$ cat src/rtl/rf_pkg.sv
// rf_pkg -- shared constants and types for the scoreboarded register file.
//
// Contents:
//   DEFAULT_ADDR_WIDTH  default register index width (32 entries)
//   DEFAULT_DATA_WIDTH  default register data width
//   reg_idx_t           register index type at the default width

package rf_pkg;

    localparam int unsigned DEFAULT_ADDR_WIDTH = 5;
    localparam int unsigned DEFAULT_DATA_WIDTH = 32;

    typedef logic [DEFAULT_ADDR_WIDTH-1:0] reg_idx_t;

endpackage

$ cat src/rtl/rf_read_port.sv
// rf_read_port -- one combinational read path of the scoreboarded register file.
//
// Selects between the hardwired zero register, the same-cycle writeback
// bypass and the committed storage word. It also looks up the busy bit so
// that the consumer knows whether the operand is ready.
//
// Ports:
//   raddr        read index
//   stored_data  committed contents of rf[raddr] (selected by the parent)
//   busy         full busy vector, one bit per entry
//   bypass_en    writeback strobe, already suppressed during reset
//   wb_addr      writeback index
//   wb_data      writeback data
//   rdata        operand value
//   rvalid       operand ready (not waiting on an outstanding producer)

module rf_read_port
    import rf_pkg::*;
#(
    parameter int unsigned ADDR_WIDTH = DEFAULT_ADDR_WIDTH,
    parameter int unsigned DATA_WIDTH = DEFAULT_DATA_WIDTH,
    parameter int unsigned ZERO_REG   = 1
) (
    input  logic [ADDR_WIDTH-1:0]    raddr,
    input  logic [DATA_WIDTH-1:0]    stored_data,
    input  logic [2**ADDR_WIDTH-1:0] busy,
    input  logic                     bypass_en,
    input  logic [ADDR_WIDTH-1:0]    wb_addr,
    input  logic [DATA_WIDTH-1:0]    wb_data,
    output logic [DATA_WIDTH-1:0]    rdata,
    output logic                     rvalid
);

    logic is_zero;
    logic hit_wb;

    assign is_zero = (ZERO_REG != 0) && (raddr == '0);
    assign hit_wb  = bypass_en && (wb_addr == raddr);

    // Zero register takes priority over the bypass: a writeback to x0 is
    // dropped, so forwarding its data would expose a value that never lands.
    always_comb begin
        rdata  = stored_data;
        rvalid = !busy[raddr];
        if (is_zero) begin
            rdata  = '0;
            rvalid = 1'b1;
        end else if (hit_wb) begin
            rdata  = wb_data;
            rvalid = 1'b1;
        end
    end

endmodule

$ cat src/rtl/regfile_sb.sv
// regfile_sb -- register file with a per-entry busy scoreboard.
//
// Issue marks a destination busy (alloc), writeback stores data and clears
// the busy bit. Reads are combinational with same-cycle writeback bypass.
// A second allocation to a still-busy destination is stalled (WAW).
//
// Ports:
//   clk, rst      clock; asynchronous active-high reset
//   alloc_valid   request to mark alloc_addr busy
//   alloc_addr    destination being allocated
//   alloc_ready   allocation accepted this cycle if alloc_valid
//   wb_valid      writeback strobe
//   wb_addr       writeback index
//   wb_data       writeback data
//   raddr         packed read indices, port i at [i*ADDR_WIDTH +: ADDR_WIDTH]
//   rdata         packed read data, port i at [i*DATA_WIDTH +: DATA_WIDTH]
//   rvalid        per-port operand-ready flags
//   busy_cnt      number of entries currently busy (registered)
//   dbg_addr      debug index
//   dbg_data      committed contents of rf[dbg_addr], no bypass

module regfile_sb
    import rf_pkg::*;
#(
    parameter int unsigned ADDR_WIDTH = DEFAULT_ADDR_WIDTH,
    parameter int unsigned DATA_WIDTH = DEFAULT_DATA_WIDTH,
    parameter int unsigned NUM_RPORTS = 2,
    parameter int unsigned ZERO_REG   = 1
) (
    input  logic                             clk,
    input  logic                             rst,
    input  logic                             alloc_valid,
    input  logic [ADDR_WIDTH-1:0]            alloc_addr,
    output logic                             alloc_ready,
    input  logic                             wb_valid,
    input  logic [ADDR_WIDTH-1:0]            wb_addr,
    input  logic [DATA_WIDTH-1:0]            wb_data,
    input  logic [NUM_RPORTS*ADDR_WIDTH-1:0] raddr,
    output logic [NUM_RPORTS*DATA_WIDTH-1:0] rdata,
    output logic [NUM_RPORTS-1:0]            rvalid,
    output logic [ADDR_WIDTH:0]              busy_cnt,
    input  logic [ADDR_WIDTH-1:0]            dbg_addr,
    output logic [DATA_WIDTH-1:0]            dbg_data
);

    localparam int unsigned DEPTH = 2 ** ADDR_WIDTH;
    localparam int unsigned CNT_W = ADDR_WIDTH + 1;

    logic [DATA_WIDTH-1:0] rf_q [DEPTH];
    logic [DEPTH-1:0]      busy_q;
    logic [DEPTH-1:0]      busy_d;
    logic [CNT_W-1:0]      busy_cnt_q;
    logic [CNT_W-1:0]      busy_cnt_d;

    logic alloc_is_zero;
    logic wb_is_zero;
    logic alloc_fire;
    logic wb_fire;
    logic cnt_inc;
    logic cnt_dec;
    logic bypass_en;

    assign alloc_is_zero = (ZERO_REG != 0) && (alloc_addr == '0);
    assign wb_is_zero    = (ZERO_REG != 0) && (wb_addr == '0);

    // x0 is always ready and never marked, so an alloc to it is a no-op.
    assign alloc_ready = alloc_is_zero || !busy_q[alloc_addr];
    assign alloc_fire  = alloc_valid && alloc_ready && !alloc_is_zero;
    assign wb_fire     = wb_valid && !wb_is_zero;

    // Writeback clears first, then a same-index allocation re-marks the
    // entry: the newly issued producer is the one consumers must wait for.
    always_comb begin
        busy_d = busy_q;
        if (wb_fire) begin
            busy_d[wb_addr] = 1'b0;
        end
        if (alloc_fire) begin
            busy_d[alloc_addr] = 1'b1;
        end
    end

    // An accepted alloc always targets a clear bit, so it always adds one.
    // A writeback only removes one if the bit was set and is not immediately
    // re-marked by an allocation to the same index.
    assign cnt_inc = alloc_fire;
    assign cnt_dec = wb_fire && busy_q[wb_addr] && !(alloc_fire && (alloc_addr == wb_addr));

    always_comb begin
        busy_cnt_d = busy_cnt_q + CNT_W'(cnt_inc) - CNT_W'(cnt_dec);
    end

    always_ff @(posedge clk or posedge rst) begin
        if (rst) begin
            busy_q     <= '0;
            busy_cnt_q <= '0;
        end else begin
            busy_q     <= busy_d;
            busy_cnt_q <= busy_cnt_d;
        end
    end

    always_ff @(posedge clk or posedge rst) begin
        if (rst) begin
            for (int i = 0; i < int'(DEPTH); i++) begin
                rf_q[i] <= '0;
            end
        end else if (wb_fire) begin
            rf_q[wb_addr] <= wb_data;
        end
    end

    assign busy_cnt = busy_cnt_q;
    assign dbg_data = rf_q[dbg_addr];

    // A writeback presented while reset is held is discarded, so it must not
    // be forwarded either.
    assign bypass_en = wb_valid && !rst;

    for (genvar i = 0; i < int'(NUM_RPORTS); i++) begin : g_rport
        logic [ADDR_WIDTH-1:0] port_addr;

        assign port_addr = raddr[i*ADDR_WIDTH +: ADDR_WIDTH];

        rf_read_port #(
            .ADDR_WIDTH (ADDR_WIDTH),
            .DATA_WIDTH (DATA_WIDTH),
            .ZERO_REG   (ZERO_REG)
        ) u_read_port (
            .raddr       (port_addr),
            .stored_data (rf_q[port_addr]),
            .busy        (busy_q),
            .bypass_en   (bypass_en),
            .wb_addr     (wb_addr),
            .wb_data     (wb_data),
            .rdata       (rdata[i*DATA_WIDTH +: DATA_WIDTH]),
            .rvalid      (rvalid[i])
        );
    end

endmodule

$ cat config.mk
export PLATFORM = sky130hd
export DESIGN_NAME = regfile_sb
export DESIGN_NICKNAME = d
export VERILOG_FILES = /design/src/rtl/rf_pkg.sv /design/src/rtl/rf_read_port.sv /design/src/rtl/regfile_sb.sv
export SDC_FILE = /design/constraint.sdc
export NUM_CORES = 2
export LEC_CHECK = 0
export BUFFER_PORTS_ARGS = -buffer_cell sky130_fd_sc_hd__buf_2
export CORE_MARGIN = 10
export CORE_UTILIZATION = 40
export CTS_BUF_LIST = sky130_fd_sc_hd__clkbuf_8
export CTS_CLUSTER_SIZE = 8
export DETAILED_ROUTE_END_ITERATION = 10
export GPL_TIMING_DRIVEN = 0
export SLEW_MARGIN = 20
export SYNTH_ARGS = -nofsm -noshare
export SYNTH_HDL_FRONTEND = slang
export SYNTH_HIERARCHICAL = 1
export SYNTH_SLANG_ARGS = --single-unit
$ cat constraint.sdc
create_clock -name clk -period 53.7 [get_ports clk]
set_input_delay 2.685 -clock clk [delete_from_list [all_inputs] [get_ports clk]]
set_output_delay 2.685 -clock clk [all_outputs]
set_load 0.02 [all_outputs]
* After elaboration in Yosys (flattened, before gate mapping)
Index checks and enable logic that the tools add are counted.
** Storage, ports and cells
- Input port bits :: 61
- Word-level logic and storage cells :: 115
- Output and inout bits :: 105
- Register bits after elaboration :: 1062
** Operators by class
- Add/subtract/negate cells :: 2
- Bitwise operators :: 7
- Equal/unequal tests :: 3
- Reduce and logical (&&, ||, !) cells :: 24
- Muxes and demuxes :: 34
- Order comparisons :: 11
** Operators with widths (count)
- $bwmux W1024 :: 1
- $bmux W32 S5 :: 3
- $mux W32 :: 13
- $demux W32 S5 :: 1
- $and A32 B32 Y32 :: 1
- $not A32 Y32 :: 1
- $or A32 B32 Y32 :: 1
- $ge A6 B6 Y1 const B :: 4
- $lt A5 B6 Y1 const B :: 4
- $not A5 Y6 :: 4
- $bmux W1 S5 :: 4
- $logic_not A5 Y1 :: 4
- $eq A5 B5 Y1 :: 3
- $logic_and A1 B1 Y1 :: 12
- $demux W1 S5 :: 2
- $ge A5 B1 Y1 const B :: 2
- $mux W1 :: 10
- $logic_not A1 Y1 :: 7
- $add A6 B1 Y6 :: 1
- $lt A6 B1 Y1 const B :: 1
- $sub A6 B1 Y6 :: 1
- $logic_or A1 B1 Y1 :: 1

* Depth between registers and ports, before layout
- Depth after elaboration :: 10
- Mapped depth :: 15
- Mapped depth without buffers :: 12

* By module
The synthesis kept the hierarchy.
** Modules (own cells, without submodules)
- regfile_sb :: instances 1, area each 64020.2 µm², seq. area each 26575.5 µm², cells an instance 3798
- rf_read_port :: instances 2, area each 872.1 µm², seq. area each 0.0 µm², cells an instance 107

* Worst setup path after synthesis
No wires, ideal clock.
- Path kind :: in2out
- From :: in raddr[1]
- To :: out rdata[20]
- Path buffers :: 1
- Cell stages on the path :: 6
- Setup slack :: 46.327 ns
- Data required time :: 51.015 ns
- Data arrival time :: 4.688 ns
- Cell sequence :: buf_1 -> mux4_2 -> mux4_2 -> mux2_2 -> mux2i_1 -> nor2_1
** Between the ends
- Cells in the longest elaborated chain, start to end :: 6
- Elaborated cells between the ends (all ways) :: 9
- Classes of those cells :: 1 x eq/ne; 5 x mux; 1 x bitwise; 2 x reduce/logical
** RTL lines
- start, declared :: line regfile_sb.sv:38 : input logic [NUM_RPORTS*ADDR_WIDTH-1:0] raddr,
- $not A5 Y6 (not written as such) :: line regfile_sb.sv:131 : .stored_data (rf_q[port_addr]),
- $bmux W32 S5 :: line regfile_sb.sv:131
- $mux W32 (not written as such) (2 in series) :: line regfile_sb.sv:131
- $mux W32 :: line rf_read_port.sv:48 : end else if (hit_wb) begin
- $mux W32 * :: line rf_read_port.sv:45 : if (is_zero) begin
- end, declared :: line regfile_sb.sv:39 : output logic [NUM_RPORTS*DATA_WIDTH-1:0] rdata,
Every way passes the cells marked *; elsewhere a longest branch is shown, timed or not. The select of a mux whose other input is x is not followed.

* Worst setup path after layout
- From :: in raddr[1]
- To :: out rdata[21]
The elaborated chain is that of the path after synthesis.

==> flow_summary.yaml <==
cts:
  insertion_delay_ns: 0.98
  post_cts_buffers: 0
  cts_buffers: 187
  cts-root-buf: "clkbuf_8"
  clk_pin_slew_ns: 0.06
  cts_tree: "yes"
  hold_buffers: 0
  clock_sinks: 1062
  h-tree-depth: 4
  cts.path.max_buffers: 3
  cts-resized-gates: 0
global_routing:
  grt.overflow.total: 0
  antenna_found_initial: 18
  grt_usage_pct: 30.8
  met2_usage_pct: 44.6
  grt_pass1_vias: 45700
  globalRouteMet1Util_pct: 37.4
  busiest_layer: "met2"
  grt_max_degree: 102
  grt_pass1_wl_mm: 383
  use_met3_pct: 12.5
floorplanning:
  pin_count: 166
  initial_core_util_pct: 40.3
  coreArea_sq_mm: 0.163
  die_h_um: 425
  core.rowCount: 148
  die_area_sq_mm: 0.181
  die_w_um: 425
sta:
  rsz0062_at_grt: "false"
  max_freq_mhz: 111
  clock_skew_ns: 0.0302
  maxSlewViolCount: 0
  fin_crit_sh_pct: 16.8
  max-slew-margin-rel_pct: 13.3
  tns_ns: 0
  setup_violations: 0
  whs_ns: 0.495
  hold_viol: 0
  period_needed_ns: 9.01
  tightest_slew_ns: 1.30
  worst_slack_ns: 44.69
synthesis:
  synthTopCellsByArea: "dfrtp_1 (40%), mux4_2 (33%), mux2_2 (19%)"
  synth.most_common_cell: "mux2_2"
  synth_edf_count: 0
  async_flop_share_pct: 100
  synth_cells: 4012
  yosysWarnings: 6
  synth_cell_type_count: 52
  synth_top_cell_by_area: "dfrtp_1"
  synthTopCellsByCount: "mux2_2 (1,096), dfrtp_1 (1,062), mux4_2 (967)"
  syn_area_per_cell_sq_um: 16.4
  synth_seq_area_share_pct: 40.4
  synth_top_cell_area_share_pct: 40.4
  synth_fp_nets: 4079
  ys.flop_type: "dfrtp_1"
  synth_seq_cells: 1062
  syn_area_sq_mm: 0.0658
final_layout:
  multi_input_area_sq_mm: 0.0370
  fin_nets: 4466
  drive_above_1_share_pct: 62.1
  nFillCells: 14400
  seqCellArea_sq_mm: 0.0266
  fin_area_sq_mm: 0.0745
  synthToLayoutAreaGrowth_pct: 13.2
placement:
  port_buffers: 157
  preCtsSetupSlack_ns: 44.78
  hpwlAfterDp_mm: 195
  gp_routability_congestion: 0.956
  place_area_sq_mm: 0.0705
worst_setup_path:
  crit_path_start: "raddr[1]"
  end_kind: "primary output"
  startpoint_type: "input pin"
  r2r_start: "busy_q[23]$_DFF_PP0_"
  cp.buffers_inverters: 3
  crit_cells: 8
  r2r_slack_ns: 50.51
  cp_max_fo: 10
  endpoint: "rdata[21]"
  crit_type: "in2out"
  timing.rr.end: "busy_cnt[4]$_DFF_PP0_"
  critical_path.top_delay_family: "buffers and inverters"
  slowest_delay_ns: 0.92
  path_cells: "buf_1 -> buf_1 -> mux4_2 -> mux4_2 -> mux2_2 -> mux2i_1 -> nor2_1 -> buf_2"
  worst-endpoint-required_ns: 51.02
  reg2reg_depth: 13
  arrival_ns: 6.33
  cp_slowest_cell: "buf_1"
routing:
  wire_per_inst_um: 42.0
  dr.pass1.iters: 8
  drt-initial-drc-count: 6333
  wirelength_mm: 282
  via_count: 46400
  post_drt_via_cell_ratio: 6.90
  drc: 0
  antenna_left: 0
pwr:
  power_density_mw_per_mm2: 36.1
  p_total_mw: 2.68
  leakagePower_nw: 31.3
  ir_drop_uv: 29.8
run:
  maxCapViolations: 0
status:
  status: "complete, no violations"
worst_hold_path:
  hp-class: "reg2reg"
[cells in the final DEF, fill, tap and decap left out, drive strengths merged, types with 18 or more instances in the layout]
| cell | count |
|---|---|
| mux2 | 1097 |
| dfrtp | 1062 |
| mux4 | 977 |
| clkbuf | 491 |
| buf | 435 |
| mux2i | 89 |
| nor2 | 88 |
| inv | 81 |
| nand2 | 38 |
| o21ai | 31 |
| clkinv | 18 |
[area by class of cell]
class,instances,area share [%]
diodes,7,0.0235
plain buffers,490,3.13
clock buffers,238,4.40
clock inverters,99,0.914
inverters,10,0.0605
multi-input cells,2450,49.7
flip-flops and latches,1062,35.7
well taps,2175,3.65
repair buffers,198,2.48
[kinds of logic (layout without fill, tap and decap cells)]
family,count (synthesis),count (layout),share of synthesized area (%)
AO/OA/AOI/OAI,69,69,0.731
XOR/XNOR,20,20,0.266
adder cells (fa/ha/maj),6,6,0.126
buffers and inverters,500,1035,3.39
flip-flops,1062,1062,40.4
multiplexers,2163,2163,53.7
other,0,7,0
AND/OR/NAND/NOR,192,192,1.42
[through the flow]
| step | util (%) | instances |
|---|---|---|
| 2_1_floorplan | - | 4012 |
| 3_3_place_gp | 42.5 | 6344 |
| 3_5_place_dp | 43.2 | 6385 |
| 4_1_cts | 45.6 | 6722 |
| 5_1_grt | 45.6 | 6727 |
| 6_report | 45.6 | 6729 |
[worst min-delay path by stage]
stage | startpoint | end | slack, ns | cells after the start
detailed placement | rf_q[999]$_DFFE_PP0P_ | rf_q[999]$_DFFE_PP0P_ | 0.49 | 1
global route | rf_q[1001]$_DFFE_PP0P_ | rf_q[1001]$_DFFE_PP0P_ | 0.51 | 1
global placement | rf_q[1010]$_DFFE_PP0P_ | rf_q[1010]$_DFFE_PP0P_ | 0.47 | 1
finish | rf_q[992]$_DFFE_PP0P_ | rf_q[992]$_DFFE_PP0P_ | 0.50 | 1
floorplan | rf_q[1000]$_DFFE_PP0P_ | rf_q[1000]$_DFFE_PP0P_ | 0.46 | 1
CTS | rf_q[1017]$_DFFE_PP0P_ | rf_q[1017]$_DFFE_PP0P_ | 0.50 | 1
[sequential cells by signal (all words and copies together) (netlist names)]
register  cells
busy_q       32
busy_cnt      6
rf_q       1024
[metal layers]
metal	share of wire, %	vias to the layer above
li1	-	17000
met1	36	25100
met2	43	3318
met3	13	957
met4	7.9	26
met5	0.12	-
[where the power goes]
| group | total, mW | switching [mW] | internal, mW |
|---|---|---|---|
| Clock | 0.814 | 0.382 | 0.433 |
| Sequential | 1.10 | 0.146 | 0.954 |
| Combinational | 0.769 | 0.337 | 0.432 |
[worst register-to-register path: cells and delay by family, from the launching register on]
| family | cells | cell delay (ns) |
|---|---|---|
| AO/OA/AOI/OAI | 6 | 1.26 |
| adder cells (fa/ha/maj) | 2 | 0.67 |
| flip-flops | 1 | 0.43 |
| multiplexers | 1 | 0.29 |
| buffers and inverters | 1 | 0.18 |
| AND/OR/NAND/NOR | 2 | 0.16 |
| XOR/XNOR | 1 | 0.12 |
Note: power is estimated with default switching activity, not from simulation.
